**config.mk**
```make
export PLATFORM = sky130hd
export DESIGN_NAME = pipe_hazard_ctrl
export DESIGN_NICKNAME = d
export VERILOG_FILES = /design/src/rtl/pipe_ctrl_pkg.sv /design/src/rtl/pipe_shadow_stage.sv /design/src/rtl/pipe_hazard_ctrl.sv
export SDC_FILE = /design/constraint.sdc
export NUM_CORES = 1
export LEC_CHECK = 0
export CELL_PAD_IN_SITES_DETAIL_PLACEMENT = 1
export CELL_PAD_IN_SITES_GLOBAL_PLACEMENT = 2
export CORE_UTILIZATION = 28
export DETAILED_ROUTE_END_ITERATION = 8
export PLACE_DENSITY_LB_ADDON = 0.1
export SYNTH_ARGS = -nofsm -noshare
export SYNTH_HDL_FRONTEND = slang
export SYNTH_SLANG_ARGS = --single-unit
```
**constraint.sdc**
```tcl
create_clock -name clock -period 3.6 [get_ports clock]
set_input_delay 0.72 -clock clock [delete_from_list [all_inputs] [get_ports clock]]
set_output_delay 0.72 -clock clock [all_outputs]
set_load 0.02 [all_outputs]
```
**src/rtl/pipe_ctrl_pkg.sv**
```systemverilog
// pipe_ctrl_pkg
//   Shared definitions for the pipeline hazard/forwarding controller:
//   forward-mux encodings, the shadow-pipeline entry type, the default
//   register-address width and the producer/consumer match helper.
package pipe_ctrl_pkg;

  localparam int REG_ADDR_W_DEFAULT = 5;

  localparam logic [1:0] FWD_REGFILE = 2'b00;
  localparam logic [1:0] FWD_MEM_WB  = 2'b01;
  localparam logic [1:0] FWD_EX_MEM  = 2'b10;

  // One in-flight instruction as seen by the hazard logic.
  // An invalid entry is always held as all-zeros.
  typedef struct packed {
    logic                          valid;
    logic [REG_ADDR_W_DEFAULT-1:0] rd;
    logic                          reg_write;
    logic                          mem_read;
  } shadow_entry_t;

  // A producer feeds a consumer operand only when it really writes a
  // non-zero register that the consumer really reads. $0 never matches.
  function automatic logic entry_match(
    input shadow_entry_t                 e,
    input logic [REG_ADDR_W_DEFAULT-1:0] src,
    input logic                          used
  );
    return e.valid && e.reg_write && (e.rd != '0) && (e.rd == src) && used;
  endfunction

endpackage

```
**src/rtl/pipe_shadow_stage.sv**
```systemverilog
// pipe_shadow_stage
//   One entry of the shadow pipeline that mirrors destination-register
//   information for an instruction in EX or MEM.
// Ports:
//   clock      - pipeline clock, rising edge
//   reset_n    - asynchronous active-low reset, clears the entry
//   load       - capture d on the next rising edge
//   invalidate - clear the entry on the next rising edge (wins over load)
//   d          - entry to capture
//   q          - current entry
module pipe_shadow_stage
  import pipe_ctrl_pkg::*;
(
  input  logic          clock,
  input  logic          reset_n,
  input  logic          load,
  input  logic          invalidate,
  input  shadow_entry_t d,
  output shadow_entry_t q
);

  always_ff @(posedge clock or negedge reset_n) begin
    if (!reset_n) begin
      q <= '0;
    end else if (invalidate) begin
      q <= '0;
    end else if (load) begin
      q <= d;
    end
  end

endmodule

```
**src/rtl/pipe_hazard_ctrl.sv**
```systemverilog
// pipe_hazard_ctrl
//   Hazard and forwarding controller for the 5-stage MIPS32 pipeline.
//   Tracks the EX and MEM destination registers in a two-entry shadow
//   pipeline and, combinationally from that state and the ID operand
//   fields, produces stall/bubble/flush controls and operand forward
//   selects for the ID/EX mux-line register.
// Optional feature macro: PIPE_HAZ_STATS_EN adds saturating stall and
//   flush counters (CNT_W parameter, stall_count/flush_count ports).
// Ports:
//   clock, reset_n                 - clock and async active-low reset
//   id_valid, id_rs, id_rt         - ID instruction and source registers
//   id_rs_used, id_rt_used         - which sources are actually read
//   id_rd, id_reg_write, id_mem_read - ID destination info
//   ex_branch_taken                - branch/jump resolved taken in EX
//   stall_id                       - hold PC and IF/ID
//   flush_if_id                    - zero IF/ID
//   bubble_id_ex                   - load a NOP into ID/EX
//   fwd_a_sel, fwd_b_sel           - operand forward selects
//   stall_count, flush_count       - statistics (macro only)
module pipe_hazard_ctrl
  import pipe_ctrl_pkg::*;
#(
  parameter int REG_ADDR_W = REG_ADDR_W_DEFAULT
`ifdef PIPE_HAZ_STATS_EN
  ,
  parameter int CNT_W      = 16
`endif
) (
  input  logic                  clock,
  input  logic                  reset_n,
  input  logic                  id_valid,
  input  logic [REG_ADDR_W-1:0] id_rs,
  input  logic [REG_ADDR_W-1:0] id_rt,
  input  logic                  id_rs_used,
  input  logic                  id_rt_used,
  input  logic [REG_ADDR_W-1:0] id_rd,
  input  logic                  id_reg_write,
  input  logic                  id_mem_read,
  input  logic                  ex_branch_taken,
  output logic                  stall_id,
  output logic                  flush_if_id,
  output logic                  bubble_id_ex,
  output logic [1:0]            fwd_a_sel,
  output logic [1:0]            fwd_b_sel
`ifdef PIPE_HAZ_STATS_EN
  ,
  output logic [CNT_W-1:0]      stall_count,
  output logic [CNT_W-1:0]      flush_count
`endif
);

  shadow_entry_t ex_sh;
  shadow_entry_t mem_sh;
  shadow_entry_t id_entry;
  logic          ex_load_en;

  logic [REG_ADDR_W_DEFAULT-1:0] rs_x;
  logic [REG_ADDR_W_DEFAULT-1:0] rt_x;

  logic ex_match_a, ex_match_b, mem_match_a, mem_match_b;
  logic load_use;

  // mem_read only matters while the load sits in EX.
  logic unused_mem_read;
  assign unused_mem_read = mem_sh.mem_read;

  assign rs_x = REG_ADDR_W_DEFAULT'(id_rs);
  assign rt_x = REG_ADDR_W_DEFAULT'(id_rt);

  always_comb begin
    id_entry           = '0;
    id_entry.valid     = 1'b1;
    id_entry.rd        = REG_ADDR_W_DEFAULT'(id_rd);
    id_entry.reg_write = id_reg_write;
    id_entry.mem_read  = id_mem_read;
  end

  // A bubbled or empty ID slot enters EX as an invalid entry.
  assign ex_load_en = id_valid && !bubble_id_ex;

  pipe_shadow_stage u_ex_sh (
    .clock      (clock),
    .reset_n    (reset_n),
    .load       (ex_load_en),
    .invalidate (!ex_load_en),
    .d          (id_entry),
    .q          (ex_sh)
  );

  pipe_shadow_stage u_mem_sh (
    .clock      (clock),
    .reset_n    (reset_n),
    .load       (1'b1),
    .invalidate (1'b0),
    .d          (ex_sh),
    .q          (mem_sh)
  );

  assign ex_match_a  = entry_match(ex_sh,  rs_x, id_rs_used);
  assign ex_match_b  = entry_match(ex_sh,  rt_x, id_rt_used);
  assign mem_match_a = entry_match(mem_sh, rs_x, id_rs_used);
  assign mem_match_b = entry_match(mem_sh, rt_x, id_rt_used);

  assign load_use = id_valid && ex_sh.mem_read && (ex_match_a || ex_match_b);

  // Controls are gated during reset so that arbitrary inputs (notably a
  // stray ex_branch_taken) cannot leak through while the pipe is held.
  always_comb begin
    stall_id     = 1'b0;
    flush_if_id  = 1'b0;
    bubble_id_ex = 1'b0;
    if (reset_n) begin
      if (ex_branch_taken) begin
        flush_if_id  = 1'b1;
        bubble_id_ex = 1'b1;
      end else if (load_use) begin
        stall_id     = 1'b1;
        bubble_id_ex = 1'b1;
      end
    end
  end

  // EX producer is newer than MEM producer, so it wins.
  always_comb begin
    fwd_a_sel = FWD_REGFILE;
    fwd_b_sel = FWD_REGFILE;
    if (!bubble_id_ex) begin
      if (ex_match_a)       fwd_a_sel = FWD_EX_MEM;
      else if (mem_match_a) fwd_a_sel = FWD_MEM_WB;
      if (ex_match_b)       fwd_b_sel = FWD_EX_MEM;
      else if (mem_match_b) fwd_b_sel = FWD_MEM_WB;
    end
  end

`ifdef PIPE_HAZ_STATS_EN
  always_ff @(posedge clock or negedge reset_n) begin
    if (!reset_n) begin
      stall_count <= '0;
      flush_count <= '0;
    end else begin
      if (stall_id && (stall_count != '1))
        stall_count <= stall_count + 1'b1;
      if (flush_if_id && (flush_count != '1))
        flush_count <= flush_count + 1'b1;
    end
  end
`endif

endmodule

```
# After elaboration in Yosys (flattened, before gate mapping)
# Cells that the tools add are included.
# word_totals
reg_bits	15
latchBits	0
ram_bits	0
mem_bits_ro	0
memories	0
# op_classes
add_sub_neg	0
n_mul	0
div_mod_pow	0
order_cmp	0
n_eq_ne	4
n_shift	0
n_mux	14
n_bitwise	0
n_reduce_logical	19
# ops
operator	n
$eq 5x5->1	4
$logic_and 1x1->1	15
$reduce_bool 5->1	2
$mux 1	9
$mux 2	4
$mux 8	1
$logic_not 1->1	1
$logic_or 1x1->1	1

# Depth between registers and ports, before layout
# logic_depth
word_depth	12
depth_mapped	4
mapped_depth_nobuf	4

# Hierarchy
# A second synthesis with hierarchy kept.
# hier_totals
hier_cells	102
hier_area_um2	1008.5
# modules_own_cells
mod	n_inst	cells_each	area_per_inst_um2	seq_area_each_um2
pipe_shadow_stage	2	26	325.3	200.2
pipe_hazard_ctrl	1	50	357.8	0.0

# Worst setup path after synthesis
# OpenSTA, ideal clock, no wires.
# synth_path
kind	in2out
from	in id_valid
to	out bubble_id_ex
arrival_time_ns	1.933
t_required_ns	2.880
path_slack_ns	0.947
path_stages	4
n_path_buf	1
cell_sequence	clkbuf_1 > nand3_1 > or2_2 > o21ai_0
# synth_via
elab_chain_cells	5
# synth_rtl
element	line_no	source
start: declaration	pipe_hazard_ctrl.sv:31	input logic id_valid,
$logic_and 1x1->1 (2 in series)	pipe_hazard_ctrl.sv:104	assign load_use = id_valid && ex_sh.mem_read && (ex_match_a || ex_match_b);
$mux 1	pipe_hazard_ctrl.sv:116	end else if (load_use) begin
$mux 1	pipe_hazard_ctrl.sv:113	if (ex_branch_taken) begin
$mux 1	pipe_hazard_ctrl.sv:112	if (reset_n) begin
end: declaration	pipe_hazard_ctrl.sv:42	output logic bubble_id_ex,
# No other way between the ends.

# Worst setup path after layout
# layout_path
from	in id_rt[1]
to	out stall_id
# layout_via
elab_chain_cells	8
# layout_rtl
element	line_no	source
start: declaration	pipe_hazard_ctrl.sv:33	input logic [REG_ADDR_W-1:0] id_rt,
$eq 5x5->1	pipe_ctrl_pkg.sv:29	return e.valid && e.reg_write && (e.rd != '0) && (e.rd == src) && used;
$logic_and 1x1->1 (2 in series)	pipe_ctrl_pkg.sv:29	
$logic_or 1x1->1	pipe_hazard_ctrl.sv:104	
$logic_and 1x1->1	pipe_hazard_ctrl.sv:104	
$mux 1	pipe_hazard_ctrl.sv:116	
$mux 1	pipe_hazard_ctrl.sv:113	
$mux 1	pipe_hazard_ctrl.sv:112	
end: declaration	pipe_hazard_ctrl.sv:40	output logic stall_id,
# No other way between the ends.

==> impl_results.md <==
* Post-Synth Adder-Cell Area at 0
* Slew margin rel. at 0.558
* Final Skew at approximately 0.0078 ns
* Die width at 57 um
* Wire per inst at ~14 um
* Number of global-route vias before repair at between 700 and 800
* Slowest cell on the critical path: clkdlybuf4s50_1
* Area Overhead vs Synth at 46.4%
* Max clock buf depth at 2
* Cells after synthesis at 81
* Post-DP HPWL at between 1500 and 2000 um
* Setup_tns at 0 ns
* Initial antenna violation count at 0
* Slew Limit Fails at 0
* Worst Setup SP: id_rt[1]
* Synth Area in Simple Gates at 0.198
* RSZ-0062 raised after global routing: false
* Fin nets at between 100 and 150
* Min-delay src: u_ex_sh.q[7]$_DFF_PN0_
* Finish-stage setup viols at 0
* Min Clock Period, post-route at about 3.4 ns
* Seq cells post-synth at 15
* Post-Route WL at ~2100 um
* Routed vias at between 700 and 800
* Sequential-to-total area share from yosys stat at 0.443
* Clock root cell: clkbuf_4
* CP peak stage delay at between 0.6 and 0.7 ns
* Htree depth at 1
* Core area at 2810 um2
* Worst Setup End Kind: output port
* Post-Syn Nets at ~100
* Initial DRC count at 12
* CP Cell Sequence: clkdlybuf4s50_1 > xnor2_1 > nand4_1 > o22a_1 > nor3_1 > clkdlybuf4s50_1
* DRC at 6
* Largest net degree at the start of global routing at 13
* Failing checks: design-rule violations
* Synth warn at 0
* Largest family of logic cells by synthesized area: XOR/XNOR gates
* Post-synth cell types at 23
* Fillcell total at 328
* Path type of the worst min-delay path: reg -> reg
* Crit path top cell by count: clkdlybuf4s50_1
* Mean Syn Cell Area at ~10 um2
* Global-route usage over all layers at 0.140
* Clock latency on the worst-skew pair at ~0.27 ns
* Outcome: complete, but fails checks
* CP Launch Type: input pin
* Port bufs at 29
* Post-synth EDFFs at 0
* Final Util at 0.442
* DRT antenna net count at 0
* Post-synth ARST share at 1.00
* Crit Path Class: in -> out
* TritonCTS clock tree: done
* Layout cells sized above 1 at 0.144
* Maxcap violations at 0
* Max IR drop VDD at 0.159 mV
* Mapped cell area at 847 um2
* Most common flop cell mapped by yosys: dfrtp_1
* Post-CTS Setup Repair Bufs at 0
* CTS-repair resized insts at 0
* Compound-Gate Fraction of Synth Area at 0.139
* Hold Violations, Final at 0
* Arrival @ worst endpoint at about 2.7 ns
* Tightest Pin Transition at 0.663 ns
* Vias per cell at 5.03
* # rows at 19
* Final Power at roughly 0.36 mW
* Clock transition at path regs at 0.09 ns
* Multiplexer share of the synthesized area at 0
* Final GP Congestion at between 0.7 and 0.8
* Maximum clock rate at 295 MHz
* Die Height at 57 um
* Critical path peak fanout at 3
* Post-synthesis xor/xnor area fraction at 0.207
* Post-CTS Hold Buffers at 0
* Static Leakage at 0.504 nW
* Grt ovf at 0
* Power per cell area at 289 nW/um2
* Crit Reg-Reg Startpoint: u_ex_sh.q[2]$_DFF_PN0_
* First-pass detailed-route iteration total at 6
* Final period util at 0.942
* Die area at about 3200 um2
* Critical Path RT at about 2.9 ns
* IO Count at 30
* CTS buffer count at 3
* Ant diodes at 0
* CTS sink count at 15
* First-pass GRT wire length at around 3500 um
* Initial Util at 0.302
[final timing paths]
kind                                           end  slack (ns)  cells after the start
setup / recovery                          stall_id        0.21                      6
hold / removal             u_mem_sh.q[7]$_DFF_PN0_        0.44                      0
setup reg to reg            u_ex_sh.q[6]$_DFF_PN0_        1.85                      4
hold reg to reg            u_mem_sh.q[7]$_DFF_PN0_        0.44                      0
max in group asynchronous  u_mem_sh.q[6]$_DFF_PN0_        2.58                      2
min in group asynchronous   u_ex_sh.q[0]$_DFF_PN0_        0.83                      2
[per-stage QoR]
stage | std cells | hold slack (ns) | area, um2 | setup slack (ns)
2_1_floorplan | 81 | 0.406 | 847 | 0.947
3_3_place_gp | 145 | 0.417 | 1210 | 0.194
3_5_place_dp | 145 | 0.420 | 1210 | 0.187
4_1_cts | 149 | 0.444 | 1240 | 0.188
5_1_grt | 149 | 0.458 | 1240 | 0.101
6_report | 149 | 0.441 | 1240 | 0.208
[registers in the layout, indices dropped and copies added, names as in the netlist]
register    flops
u_ex_sh.q       8
u_mem_sh.q      7
[layout by cell type (no fill, tap or decap), drive strengths merged, types with 3 or more instances in the layout]
master | synthesis | layout
xor2 | 8 | 8
nand3 | 8 | 8
and3 | 3 | 3
nand4 | 4 | 4
clkdlybuf4s50 | 0 | 29
nand2 | 4 | 4
buf | 0 | 6
nor3 | 3 | 3
dfrtp | 15 | 15
xnor2 | 12 | 12
a21oi | 8 | 8
clkbuf | 2 | 4
[Yosys cell counts (2+ instances only)]
cell type | n | area share
a21oi_1 | 8 | 0.047
nand2_1 | 4 | 0.018
nor3_2 | 2 | 0.024
clkbuf_1 | 2 | 0.0089
nor4_1 | 2 | 0.015
xor2_1 | 8 | 0.083
dfrtp_1 | 15 | 0.44
a211oi_2 | 2 | 0.030
and3_1 | 3 | 0.022
nand4_1 | 4 | 0.030
nand3_1 | 8 | 0.047
xnor2_1 | 12 | 0.12
[layout make-up]
| cell class | instances | area (um2) | share of cell area |
|---|---|---|---|
| multi-input cells | 63 | 460 | 0.371 |
| well taps | 31 | 38.8 | 0.0313 |
| clock buffers | 4 | 26.3 | 0.0212 |
| inverters | 1 | 3.75 | 0.00303 |
| flip-flops and latches | 15 | 375 | 0.303 |
| repair buffers | 35 | 335 | 0.270 |
[logic make-up (layout without fill, tap and decap cells)]
kind of cell	Yosys count	count (layout)
simple gates	28	28
xor+xnor	20	20
compound gates	15	15
flops	15	15
buf+inv	3	40
[worst max-delay path: cells and delay by family]
family                 cells  cell delay (ns)
AO/OA/AOI/OAI              1             0.25
XOR/XNOR                   1             0.15
buffers and inverters      2             1.18
AND/OR/NAND/NOR            2             0.37
[power by group]
part	switching (mW)	total, mW	leakage (nW)	internal, mW
Combinational	0.0325	0.0783	0.294	0.0457
Clock	0.0497	0.0926	0.0150	0.0428
Sequential	0.0106	0.188	0.196	0.177
[layer usage]
metal | part of all wire | track usage
met1 | 0.46 | 0.178
met2 | 0.48 | 0.242
met3 | 0.044 | 0.0136
met4 | 0.0099 | 0.0627
met5 | 0 | 0
Note: power is estimated with default switching activity, not from simulation.
==> RTL change (same settings) <==
Build with the macro `PIPE_HAZ_STATS_EN` defined.
--- a/src/rtl/pipe_hazard_ctrl.sv
+++ b/src/rtl/pipe_hazard_ctrl.sv
@@ -18,4 +18,6 @@
 //   fwd_a_sel, fwd_b_sel           - operand forward selects
 //   stall_count, flush_count       - statistics (macro only)
+`define PIPE_HAZ_STATS_EN
+
 module pipe_hazard_ctrl
   import pipe_ctrl_pkg::*;
Function (old outputs only; new: flush_count and stall_count): kept (equiv_simple and equiv_induct, registers matched by name and starting in step).
==> RTL change against the unedited design <==
- the run now ends clean
- largest cell class is now flip-flops and latches
- cell area grew to 2.6 times the old value
- via count rose by 140%
- clock skew increased by 0.0037 ns
- synthesized cell count grew to 2.6 times the old value
- largest power group unchanged
- setup slack better by 0.074 ns
- sequential cell count up 32
- sequential power grew to 3.3 times the old value
- die area grew to 2.7 times the old value
- area after synthesis grew to 2.8 times the old value
- register-to-register slack lost 0.47 ns
- final cell count grew to 2.6 times the old value
- count of clock-buffer cells in the layout up 1
- wire length grew to 2.7 times the old value
- power grew to 3.5 times the old value
==> RTL change: results (changes against the unedited design) <==
Hold Path Class in -> async; largest net degree at the start of global routing 42 (+29); CTS Buf Count 5 (+2); critical path arrival 2.60 ns (-0.07 ns); clk slew on worst S/H paths 0.09 ns (about the same); slowest CP cell clkdlybuf4s50_1; Top Registers flush_count: 16 flops, stall_count: 16 flops, u_ex_sh.q: 8 flops; DRT Pass-1 Iters 4 (-2); Psw 0.350 mW (+280%); Setup Skew 0.0115 ns (+0.00370 ns); initial DRC count 49 (+37); Unique masters post-synth 41 (+78%); LEAKAGE 1.42 nW (+180%); status completed; vias in the first global route 1918 (+150%); met1 GRT Util 0.184 (+0.00566); HPWL Detailed 4250 um (+140%); GR Layer Usage met3 0.0396 (+0.0260); VDD IR max 0.000283 V (+78%); EDFF count, synth 0 (unchanged); sequential area share after synthesis 0.497 (+0.0534); dominant cells by area after synthesis dfrtp_1 50%, xnor2_1 13%, xor2_1 5.2%; share of layout cells above drive strength 1 0.114 (-0.0302); IO Port Bufs 61 (+110%); YS warnings 0 (unchanged); M2 GR Usage 0.229 (-0.0127); slowest stage delay, CP 0.52 ns (-0.13 ns); slew at the pin closest to its max-slew limit 0.505 ns (-0.158 ns); # fillers 911 (+180%); clock root buffer clkbuf_8; syn nets 235 (+130%); GPL Wtd Cong 0.717 (-4.0%); top fanout value on the critical path 5 (+2); All-Layer GR Usage 0.142 (+0.00176); Post-synth top cells 47 x dfrtp_1, 34 x xnor2_1, 18 x nand3_1; post-CTS resize count 1 (+1); layout net count 305 (+110%); CTS H-tree depth 2 (+1); dpl ws -0.0369 ns (-0.224 ns); via count 1804 (+140%); Post-CTS Setup Bufs 0 (unchanged); final WL 5640 um (+170%); Clk Latency, worst-skew pair 0.30 ns (+0.03 ns); global-route wire length before repair 9700 um (+180%); Synth async-reset ratio 1.00 (unchanged); initial antenna violation count 0 (unchanged)
==> RTL change: cell count changes after synthesis, sizes merged, moves of 5 or more <==
| cell | unedited run | this run |
|---|---|---|
| nand4 | 4 | 14 |
| nand3 | 8 | 18 |
| xnor2 | 12 | 34 |
| nor2 | 1 | 9 |
| dfrtp | 15 | 47 |
| nand2 | 4 | 13 |
| and2 | 0 | 9 |
| xor2 | 8 | 14 |
| a21oi | 8 | 1 |
| and3 | 3 | 8 |
==> RTL change: worst paths after layout <==
path                               from               to  slack, ns  cells past startpoint
setup / recovery               id_rt[0]     bubble_id_ex       0.28                      8
hold / removal                  reset_n  stall_count[12]       0.27                      1
setup reg to reg           u_ex_sh.q[3]  stall_count[12]       1.38                      7
hold reg to reg            u_ex_sh.q[1]    u_mem_sh.q[1]       0.42                      0
max in group asynchronous       reset_n   stall_count[0]       2.52                      2
min in group clock         u_ex_sh.q[1]    u_mem_sh.q[1]       0.42                      0
==> RTL change: final cells by class <==
type | instances | area share
Clock buffer | 5 | 0.0211
Clock inverter | 3 | 0.0135
Inverter | 1 | 0.00115
Multi-Input combinational cell | 156 | 0.355
Sequential cell | 47 | 0.361
Tap cell | 105 | 0.0404
Timing Repair Buffer | 69 | 0.207
==> RTL change: per-layer routing <==
layer / vias to the layer above / wire [um]
met5: - / 0
met4: 0 / 72
met3: 6 / 318
met2: 40 / 2600
met1: 881 / 2650
li1: 877 / -
==> RTL change: worst reg2reg max path, delay by kind of cell (launching register included) <==
kind | cells | cell delay [ns]
simple gates | 5 | 1.22
buf+inv | 1 | 0.17
flops | 1 | 0.44
mux | 1 | 0.29
==> RTL change: kinds of logic after synthesis <==
family	share of synthesized area
AND/OR/NAND/NOR	0.241
XOR/XNOR	0.177
flip-flops	0.497
AO/OA/AOI/OAI	0.0370
buffers and inverters	0.0148
multiplexers	0.0222
adder cells (fa/ha/maj)	0.0106
==> RTL change: power by group through the flow <==
stage	clock network [mW]	registers, mW	logic, mW
final	0.388	0.624	0.247
after global routing	0.427	0.634	0.270
after CTS	0.406	0.626	0.252
after detailed placement	0	0.634	0.252
after global placement	0	0.637	0.250
after floorplan	0	0.663	0.0850
==> RTL change: per-stage QoR <==
step	instance area (um^2)	TNS (ns)	cells	total power, mW
after global placement	3130	-0.00891	378	0.887
final	3260	0	386	1.26
after detailed placement	3130	-0.0369	378	0.885
after floorplan	2370	0	210	0.748
after CTS	3250	0	386	1.28
after global routing	3260	0	386	1.33
